File: config.mk
export PLATFORM = sky130hd
export DESIGN_NAME = hpc3_rand_gen
export DESIGN_NICKNAME = d
export VERILOG_FILES = /design/src/rtl/hpc3_rand_gen.sv
export SDC_FILE = /design/constraint.sdc
export NUM_CORES = 1
export LEC_CHECK = 0
export CAP_MARGIN = 40
export CORE_MARGIN = 2
export CORE_UTILIZATION = 46
export CTS_CLUSTER_DIAMETER = 50
export CTS_CLUSTER_SIZE = 16
export DETAILED_ROUTE_END_ITERATION = 12
export GPL_ROUTABILITY_DRIVEN = 0
export PLACE_DENSITY = 0.68
export SETUP_SLACK_MARGIN = 0.05
export SLEW_MARGIN = 25
export SYNTH_ARGS = -nofsm -noshare
export SYNTH_HDL_FRONTEND = slang
export SYNTH_SLANG_ARGS = --single-unit
File: constraint.sdc
create_clock -name clk -period 2.5 [get_ports clk]
set_input_delay 0.625 -clock clk [delete_from_list [all_inputs] [get_ports clk]]
set_output_delay 0.625 -clock clk [all_outputs]
set_load 0.02 [all_outputs]
File: src/rtl/hpc3_rand_gen.sv
// rtl/hpc3_rand_gen.sv - xorshift32 mask bundle generator for an HPC3 multiplier; optional HPC3_RAND_CNT_EN adds rnd_cnt
module hpc3_rand_gen #(
    parameter int unsigned WARMUP_CYCLES = 16
) (
    input  logic        clk,
    input  logic        rst_n,
    input  logic        seed_valid,
    input  logic [31:0] seed,
    input  logic        rnd_ready,
    output logic        rnd_valid,
    output logic [79:0] r_bus,
    output logic [79:0] p_bus
`ifdef HPC3_RAND_CNT_EN
    ,
    output logic [15:0] rnd_cnt
`endif
);

    typedef enum logic [1:0] {
        IDLE   = 2'd0,
        WARMUP = 2'd1,
        RUN    = 2'd2
    } state_t;

    localparam logic [7:0]  WARM_LOAD = 8'(WARMUP_CYCLES);
    localparam logic        WARM_EN   = (WARMUP_CYCLES != 0);
    localparam logic [2:0]  WORDS     = 3'd5;
    localparam logic [31:0] X_RESET   = 32'h0000_0001;

    state_t         state_q, state_d;
    logic [31:0]    x_q, x_d;
    logic [7:0]     warm_cnt_q, warm_cnt_d;
    logic [2:0]     word_cnt_q, word_cnt_d;
    logic [159:0]   staging_q, staging_d;
    logic           rnd_valid_q, rnd_valid_d;
    logic [79:0]    r_bus_q, r_bus_d;
    logic [79:0]    p_bus_q, p_bus_d;

    logic [31:0]    xs_s1, xs_s2, prng_word;
    logic [31:0]    seed_x;
    logic           load;
    logic           step;
    logic           wr_word;
    logic           xfer;
    logic           hshk;

    // one xorshift32 step from the current state; an all-zero seed would lock up, so it maps to 1
    always_comb begin
        xs_s1     = x_q ^ (x_q << 13);
        xs_s2     = xs_s1 ^ (xs_s1 >> 17);
        prng_word = xs_s2 ^ (xs_s2 << 5);
        seed_x    = (seed == 32'd0) ? X_RESET : seed;
    end

    // FSM state register
    always_ff @(posedge clk or negedge rst_n) begin
        if (!rst_n) begin
            state_q <= IDLE;
        end else begin
            state_q <= state_d;
        end
    end

    // FSM next state: a seed load restarts from any state and wins over everything else
    always_comb begin
        state_d = state_q;
        if (seed_valid) begin
            state_d = WARM_EN ? WARMUP : RUN;
        end else if (state_q == WARMUP && warm_cnt_q == 8'd1) begin
            state_d = RUN;
        end
    end

    // FSM outputs: datapath strobes; the PRNG only advances while words are still needed
    always_comb begin
        load    = seed_valid;
        step    = 1'b0;
        wr_word = 1'b0;
        xfer    = 1'b0;
        hshk    = rnd_valid_q && rnd_ready;
        if (!seed_valid) begin
            case (state_q)
                WARMUP: step = 1'b1;
                RUN: begin
                    if (word_cnt_q != WORDS) begin
                        step    = 1'b1;
                        wr_word = 1'b1;
                    end else if (!rnd_valid_q || rnd_ready) begin
                        xfer = 1'b1;
                    end
                end
                default: ;
            endcase
        end
    end

    // datapath next state: staging fill, bundle transfer and valid/ready bookkeeping
    always_comb begin
        x_d         = x_q;
        warm_cnt_d  = warm_cnt_q;
        word_cnt_d  = word_cnt_q;
        staging_d   = staging_q;
        rnd_valid_d = rnd_valid_q;
        r_bus_d     = r_bus_q;
        p_bus_d     = p_bus_q;
        if (load) begin
            x_d         = seed_x;
            warm_cnt_d  = WARM_LOAD;
            word_cnt_d  = 3'd0;
            staging_d   = '0;
            rnd_valid_d = 1'b0;
        end else begin
            if (step) begin
                x_d = prng_word;
            end
            if (state_q == WARMUP) begin
                warm_cnt_d = warm_cnt_q - 8'd1;
            end
            if (wr_word) begin
                word_cnt_d = word_cnt_q + 3'd1;
                case (word_cnt_q)
                    3'd0:    staging_d[31:0]    = prng_word;
                    3'd1:    staging_d[63:32]   = prng_word;
                    3'd2:    staging_d[95:64]   = prng_word;
                    3'd3:    staging_d[127:96]  = prng_word;
                    default: staging_d[159:128] = prng_word;
                endcase
            end
            if (xfer) begin
                r_bus_d     = staging_q[79:0];
                p_bus_d     = staging_q[159:80];
                word_cnt_d  = 3'd0;
                rnd_valid_d = 1'b1;
            end else if (hshk) begin
                rnd_valid_d = 1'b0;
            end
        end
    end

    // datapath registers; reset discards any partially built bundle
    always_ff @(posedge clk or negedge rst_n) begin
        if (!rst_n) begin
            x_q         <= X_RESET;
            warm_cnt_q  <= 8'd0;
            word_cnt_q  <= 3'd0;
            staging_q   <= '0;
            rnd_valid_q <= 1'b0;
            r_bus_q     <= '0;
            p_bus_q     <= '0;
        end else begin
            x_q         <= x_d;
            warm_cnt_q  <= warm_cnt_d;
            word_cnt_q  <= word_cnt_d;
            staging_q   <= staging_d;
            rnd_valid_q <= rnd_valid_d;
            r_bus_q     <= r_bus_d;
            p_bus_q     <= p_bus_d;
        end
    end

    assign rnd_valid = rnd_valid_q;
    assign r_bus     = r_bus_q;
    assign p_bus     = p_bus_q;

`ifdef HPC3_RAND_CNT_EN
    logic [15:0] rnd_cnt_q, rnd_cnt_d;

    // handshake counter, restarted by every seed load, wraps naturally
    always_comb begin
        rnd_cnt_d = rnd_cnt_q;
        if (load) begin
            rnd_cnt_d = 16'd0;
        end else if (hshk) begin
            rnd_cnt_d = rnd_cnt_q + 16'd1;
        end
    end

    // handshake counter register
    always_ff @(posedge clk or negedge rst_n) begin
        if (!rst_n) begin
            rnd_cnt_q <= 16'd0;
        end else begin
            rnd_cnt_q <= rnd_cnt_d;
        end
    end

    assign rnd_cnt = rnd_cnt_q;
`endif

endmodule
==> results of run 1 <==
-- per-stage QoR --
| stage | total power [mW] | utilization (%) |
|---|---|---|
| 6_report | 22.21 | 59.21 |
| 5_1_grt | 23.12 | 59.19 |
| 4_1_cts | 22.30 | 59.19 |
| 3_5_place_dp | 16.49 | 55.30 |
| 3_3_place_gp | 16.37 | 55.30 |
| 2_1_floorplan | 12.40 | - |
-- worst max-delay path: stages (launching register included) --
cell     delay, ps
dfrtp_1        410
inv_1          100
ha_1           320
nand3_1        230
nor2_4         280
buf_12         190
buf_12         180
mux2_2         350
-- Yosys cell counts, types with 3 or more instances --
cell | count | area share [%]
a21o_1 | 9 | 0.44
a21oi_1 | 44 | 1.4
a2bb2oi_1 | 8 | 0.46
and2_1 | 9 | 0.37
buf_1 | 5 | 0.12
buf_2 | 22 | 0.72
buf_4 | 14 | 0.68
buf_6 | 5 | 0.37
clkbuf_1 | 23 | 0.56
dfrtp_1 | 365 | 59
ha_1 | 9 | 0.73
inv_1 | 11 | 0.27
mux2_1 | 18 | 1.3
mux2_2 | 212 | 16
mux2i_1 | 15 | 0.98
nand2_1 | 94 | 2.3
nand3_1 | 12 | 0.39
nor2_1 | 123 | 3.0
nor2_2 | 3 | 0.12
nor3_1 | 29 | 0.94
nor4_1 | 9 | 0.37
o211ai_1 | 3 | 0.15
o21ai_0 | 57 | 1.9
o22a_1 | 7 | 0.40
xnor2_1 | 27 | 1.5
xnor3_1 | 12 | 1.8
xor2_1 | 21 | 1.2
xor3_2 | 3 | 0.49
-- placed cells by master (no fill, tap or decap), types with 14 or more instances in the layout --
cell	n
nor2_1	123
nor3_1	29
buf_12	14
clkbuf_16	37
dfrtp_1	365
nand2_1	94
buf_4	42
clkdlybuf4s50_1	194
mux2i_1	15
xnor2_1	27
o21ai_0	57
xor2_1	21
mux2_1	18
a21oi_1	43
mux2_2	212
-- sequential cells by signal, indices dropped and copies added (netlist names) --
| signal | cells |
|---|---|
| x_q | 32 |
| r_bus | 80 |
| staging_q | 160 |
| warm_cnt_q | 8 |
| state_q | 2 |
| rnd_valid | 1 |
| p_bus | 80 |
| word_cnt_q | 3 |
-- cell families after synthesis --
logic type                 after synthesis  synth area share (%)
and+or+nand+nor                        293                 8.250
buffers and inverters                   80                 2.715
muxes                                  245                 17.80
xor gates and xnor gates                68                 5.600
AOI/OAI and AO/OA                      140                 5.397
DFF                                    366                 59.51
adders and majority gates                9                0.7315
-- area by class of cell --
class	instances	area, sq um	area share (%)
multi-input combinational	755	5824	30.01
antenna	2	5.005	0.02578
tap	442	553.0	2.849
inverter	11	41.29	0.2127
clock inverter	21	275.3	1.418
sequential	366	9160	47.19
timing repair buffer	251	2552	13.15
clock buffer	43	998.5	5.144
-- power groups by stage --
stage / clock (mW) / sequential, mW / combinational (mW)
after global routing: 6.11 / 7.51 / 9.50
after CTS: 5.86 / 7.41 / 9.02
after global placement: 0 / 7.48 / 8.89
final: 5.76 / 7.44 / 9.02
after detailed placement: 0 / 7.52 / 8.97
after floorplan: 0 / 7.26 / 5.13
-- path summary, 6_finish.rpt --
path	start	end	slack, ps
worst min register to register	staging_q[127]	staging_q[127]	480
worst min-delay path	rst_n	r_bus[32]	40
worst max-delay path	word_cnt_q[1]	r_bus[62]	310
worst max register to register	word_cnt_q[1]	r_bus[62]	310
max in group asynchronous	rst_n	staging_q[159]	1610
min in group clk	staging_q[127]	staging_q[127]	480
-- layer usage --
metal / GRT usage, % / share of wire, % / vias up
li1: - / - / 4556
met1: 32.54 / 46 / 5107
met2: 34.93 / 45 / 305
met3: 4.278 / 5.8 / 60
met4: 5.922 / 2.3 / 4
met5: 0 / 0.070 / -
==> summary.md, run 1 <==
| Metric | Value |
|---|---|
| Layout Cells excl Fill | 1,891 |
| Post-synth net total | 1,246 |
| Hold buffers post-CTS | 0 |
| Critical path capture point type | flip-flop |
| Per-cell routed wire length | 20.36 um |
| H-tree Lvls | 2 |
| F_max | 455.6 MHz |
| Final Setup Violations | 0 |
| RSZ-0062 raised after global routing | no |
| Die X | 186.9 um |
| Setup Fix Bufs, Post-CTS | 0 |
| Largest net degree at the start of global routing | 76 |
| PD cells | 1144 nW/um^2 |
| Sequential share of power | 33.5% |
| Hold WS | 37.85 ps |
| Number of synthesized flops with an enable pin | 0 |
| Final Hold Viols | 0 |
| IO Count | 197 |
| Synth async-reset ratio | 100.0% |
| Worst slew pin tran | 644.9 ps |
| DRT iter0 DRCs | 613 |
| Syn-to-layout area delta | 26.09% |
| Post-Syn Instances | 1,201 |
| Nets | 1,467 |
| VDD IR max | 1.128 mV |
| Main synth FF type | dfrtp_1 |
| First-pass GRT wire length | 61.48 mm |
| Clock share of power | 25.9% |
| Outcome | finished, final reports clean |
| Post-route cell area | 19,410 sq um |
| Arr. time, crit path | 2590 ps |
| Post-route clock period utilization | 87.79% |
| Clock Tree Root | clkbuf_16 |
| Internal | 13.64 mW |
| CTS Buf Count | 37 |
| Worst R2R Path Depth | 7 |
| Slew headroom | 57.01% |
| Syn Area/Cell | 12.82 sq um |
| Clk_lat worst skew | 520 ps |
| Clk slew on worst S/H paths | 60 ps |
| Post-Route Skew | 14.80 ps |
| Pleak | 9.212 nW |
| Worst setup SP type | flip-flop |
| DRT Pass-1 Iters | 5 |
| Initial Util | 46.95% |
| Share of layout cells above drive strength 1 | 24.53% |
| CTS tree | done |
| Net Sw Power | 8.569 mW |
| Sw frac | 38.58% |
| Hold Path Class | in2async |
| Seq/Total Area, Yosys | 59.51% |
| Remaining Overflow, GRT | 0 |
| Max FO, Critical Path | 21 |
| CTS sink count | 366 |
| Global Route Usage Sum | 22.46% |
| DR vias/cell | 5.305 |
| Max-slew violation count | 0 |
| Drc violations | 0 |
| Via count | 10,030 |
| CTS resizes | 0 |
| TNS Setup | 0 ps |
| Yosys reg bits | 366 |
| Netlist cell types | 52 |
| Rows | 66 |
| Combinational share of power | 40.6% |
| Placed inst area | 18,130 sq um |
| Fill cells | 2,693 |
| Max clock buf depth | 3 |
| Post-Route WL | 38.51 mm |
| Crit path time final | 2195 ps |
| CP Data Required Time | 2900 ps |
| Dpl cells | 1,825 |
| Post-Place Setup Slack | 83.60 ps |
| Initial antenna violation count | 2 |
| Max_cap viols | 0 |
| HPWL after DPL | 26.55 mm |
| Yosys Warn Count | 0 |
| Placeable Area | 32,780 sq um |
| Vias in the first global route | 10,200 |
| Die Ht | 186.9 um |
| Number of buffers added on ports | 196 |
| Kind of critical path | reg2reg |
| Final WS setup | 305.3 ps |
| Die area | 34,940 sq um |
| Antenna Violating Nets Remaining | 0 |
| Mapped Area | 15,390 sq um |
Note: power is estimated with default switching activity, not from simulation.
==> inputs of run 2 (changes only) <==
Settings changed: CORE_MARGIN 2 to 10, GPL_ROUTABILITY_DRIVEN 0 to unset, REMOVE_ABC_BUFFERS set to 1.
==> run 2 against run 1 <==
Flip-flop and latch count unchanged. Non-clock buffer count shrank 2. Clock-buffer cell count unchanged. Worst setup slack improved by 4.4 ps. Critical endpoint is now r_bus[51]. Largest power group unchanged.
==> summary.md, run 2 (synthesis results as in run 1) <==
| Metric | Value |
|---|---|
| Hold WS | 481.6 ps |
| Clk slew on worst S/H paths | 60 ps |
| Per-cell routed wire length | 20.83 um |
| PD cells | 1085 nW/um^2 |
| Slew headroom | 48.32% |
| Max FFs per register | 160 |
| DRT Pass-1 Iters | 5 |
| Vias in the first global route | 10,430 |
| Pleak | 9.178 nW |
| Max clock buf depth | 3 |
| Hold Path Class | reg2reg |
| Remaining Overflow, GRT | 0 |
| VDD IR max | 0.9092 mV |
| Max_cap viols | 0 |
| Worst path max stage delay | 630 ps |
| Total Power | 20.99 mW |
| Post-Route Skew | 23.47 ps |
| Share of layout cells above drive strength 1 | 24.17% |
| GRT busiest layer | met2 |
| Initial antenna violation count | 4 |
| Number of buffers added on ports | 196 |
| Most common cell after layout, fill and taps aside | dfrtp_1 |
| Die Ht | 202.9 um |
| Worst setup SP type | flip-flop |
| Outcome | finished, final reports clean |
| Rows | 66 |
| Worst slew pin tran | 772.6 ps |
| H-tree Lvls | 2 |
| Via count | 10,000 |
| Most flop-heavy register | staging_q |
| DR vias/cell | 5.293 |
| HPWL after DPL | 27.77 mm |
| Die area | 41,180 sq um |
| CTS sink count | 366 |
| Clk_lat worst skew | 530 ps |
| Buf/Inv on CP | 1 |
| First-pass GRT wire length | 61.80 mm |
| Largest net degree at the start of global routing | 76 |
| Placeable Area | 32,780 sq um |
| CP Data Required Time | 1880 ps |
| Drc violations | 0 |
| Clock Tree Root | clkbuf_16 |
| IO Count | 197 |
| Final Hold Viols | 0 |
| Critical path capture point type | output port |
| RSZ-0062 raised after global routing | no |
| Max-slew violation count | 0 |
| Arr. time, crit path | 1570 ps |
| Global Route Usage Sum | 18.85% |
| Crit path time final | 2190 ps |
| Slowest-stage cell, CP | clkdlybuf4s50_1 |
| CTS Buf Count | 36 |
| CTS tree | done |
| GR Layer Usage met3 | 4.442% |
| Placed inst area | 18,080 sq um |
| Max FO, Critical Path | 2 |
| GRT met1 Usage | 24.58% |
| Kind of critical path | reg2out |
| Post-Route WL | 39.36 mm |
| Most frequent cells in the layout | dfrtp_1 (365), mux2_2 (212), clkdlybuf4s50_1 (194) |
| F_max | 456.6 MHz |
| DRT iter0 DRCs | 594 |
| Crit-path cells | clkdlybuf4s50_1 |
| Die X | 202.9 um |
| Nets | 1,464 |
| Top cell family by delay on the critical path | buffers and inverters |
| Post-route clock period utilization | 87.61% |
| Syn-to-layout area delta | 25.60% |
| Post-route cell area | 19,330 sq um |
| Routability congestion estimate from global placement | 0.8428 |
| Initial Util | 46.95% |
| GR Layer Usage met2 | 31.23% |
| Antenna Violating Nets Remaining | 0 |
| Final Setup Violations | 0 |
==> run 2: area by class of cell <==
cell class / instances / area [sq um]
Fill cell: 2679 / 13450
Timing Repair Buffer: 249 / 2515
Tap cell: 442 / 553.0
Clock inverter: 20 / 252.7
Multi-Input combinational cell: 755 / 5824
Inverter: 11 / 41.29
Antenna cell: 4 / 10.01
Clock buffer: 43 / 978.4
Sequential cell: 366 / 9160
==> run 2: through the flow <==
stage	cells	setup TNS [ps]	worst slack (ps)	util, %
floorplan	1132	-621740	-3908	-
global placement	1822	0	151.6	55.16
detailed placement	1822	0	122.7	55.16
CTS	1885	0	278.2	58.92
global route	1888	0	211.1	58.96
finish	1890	0	309.7	58.98
==> run 2: what timing repair did <==
item	CTS	global route
hold endpoints to repair	0	2
setup buffers	0	0
gates resized for setup	0	0
hold buffers	0	1
==> run 2: worst paths after layout <==
check                           endpoint  cells after the start  slack [ps]       start
max reg2reg                    p_bus[44]                      7         360  state_q[0]
max in group asynchronous         x_q[0]                      3        1140       rst_n
min in group asynchronous  staging_q[15]                      2         580       rst_n
max                            r_bus[51]                      1         310   r_bus[51]
min reg2reg                    r_bus[74]                      1         480   r_bus[74]
min                            r_bus[74]                      1         480   r_bus[74]
==> run 2: routing by layer <==
metal | wire [um] | part of all wire, %
met5 | 0 | 0
met4 | 580 | 1.5
met3 | 2445 | 6.2
met2 | 19440 | 49
met1 | 16900 | 43
==> run 2: report_power, final <==
group          internal, mW  switching [mW]  total [mW]
registers              6.73           0.681        7.41
clock network          3.18            2.42        5.60
logic                  3.34            4.64        7.98
total                  13.3            7.73        21.0
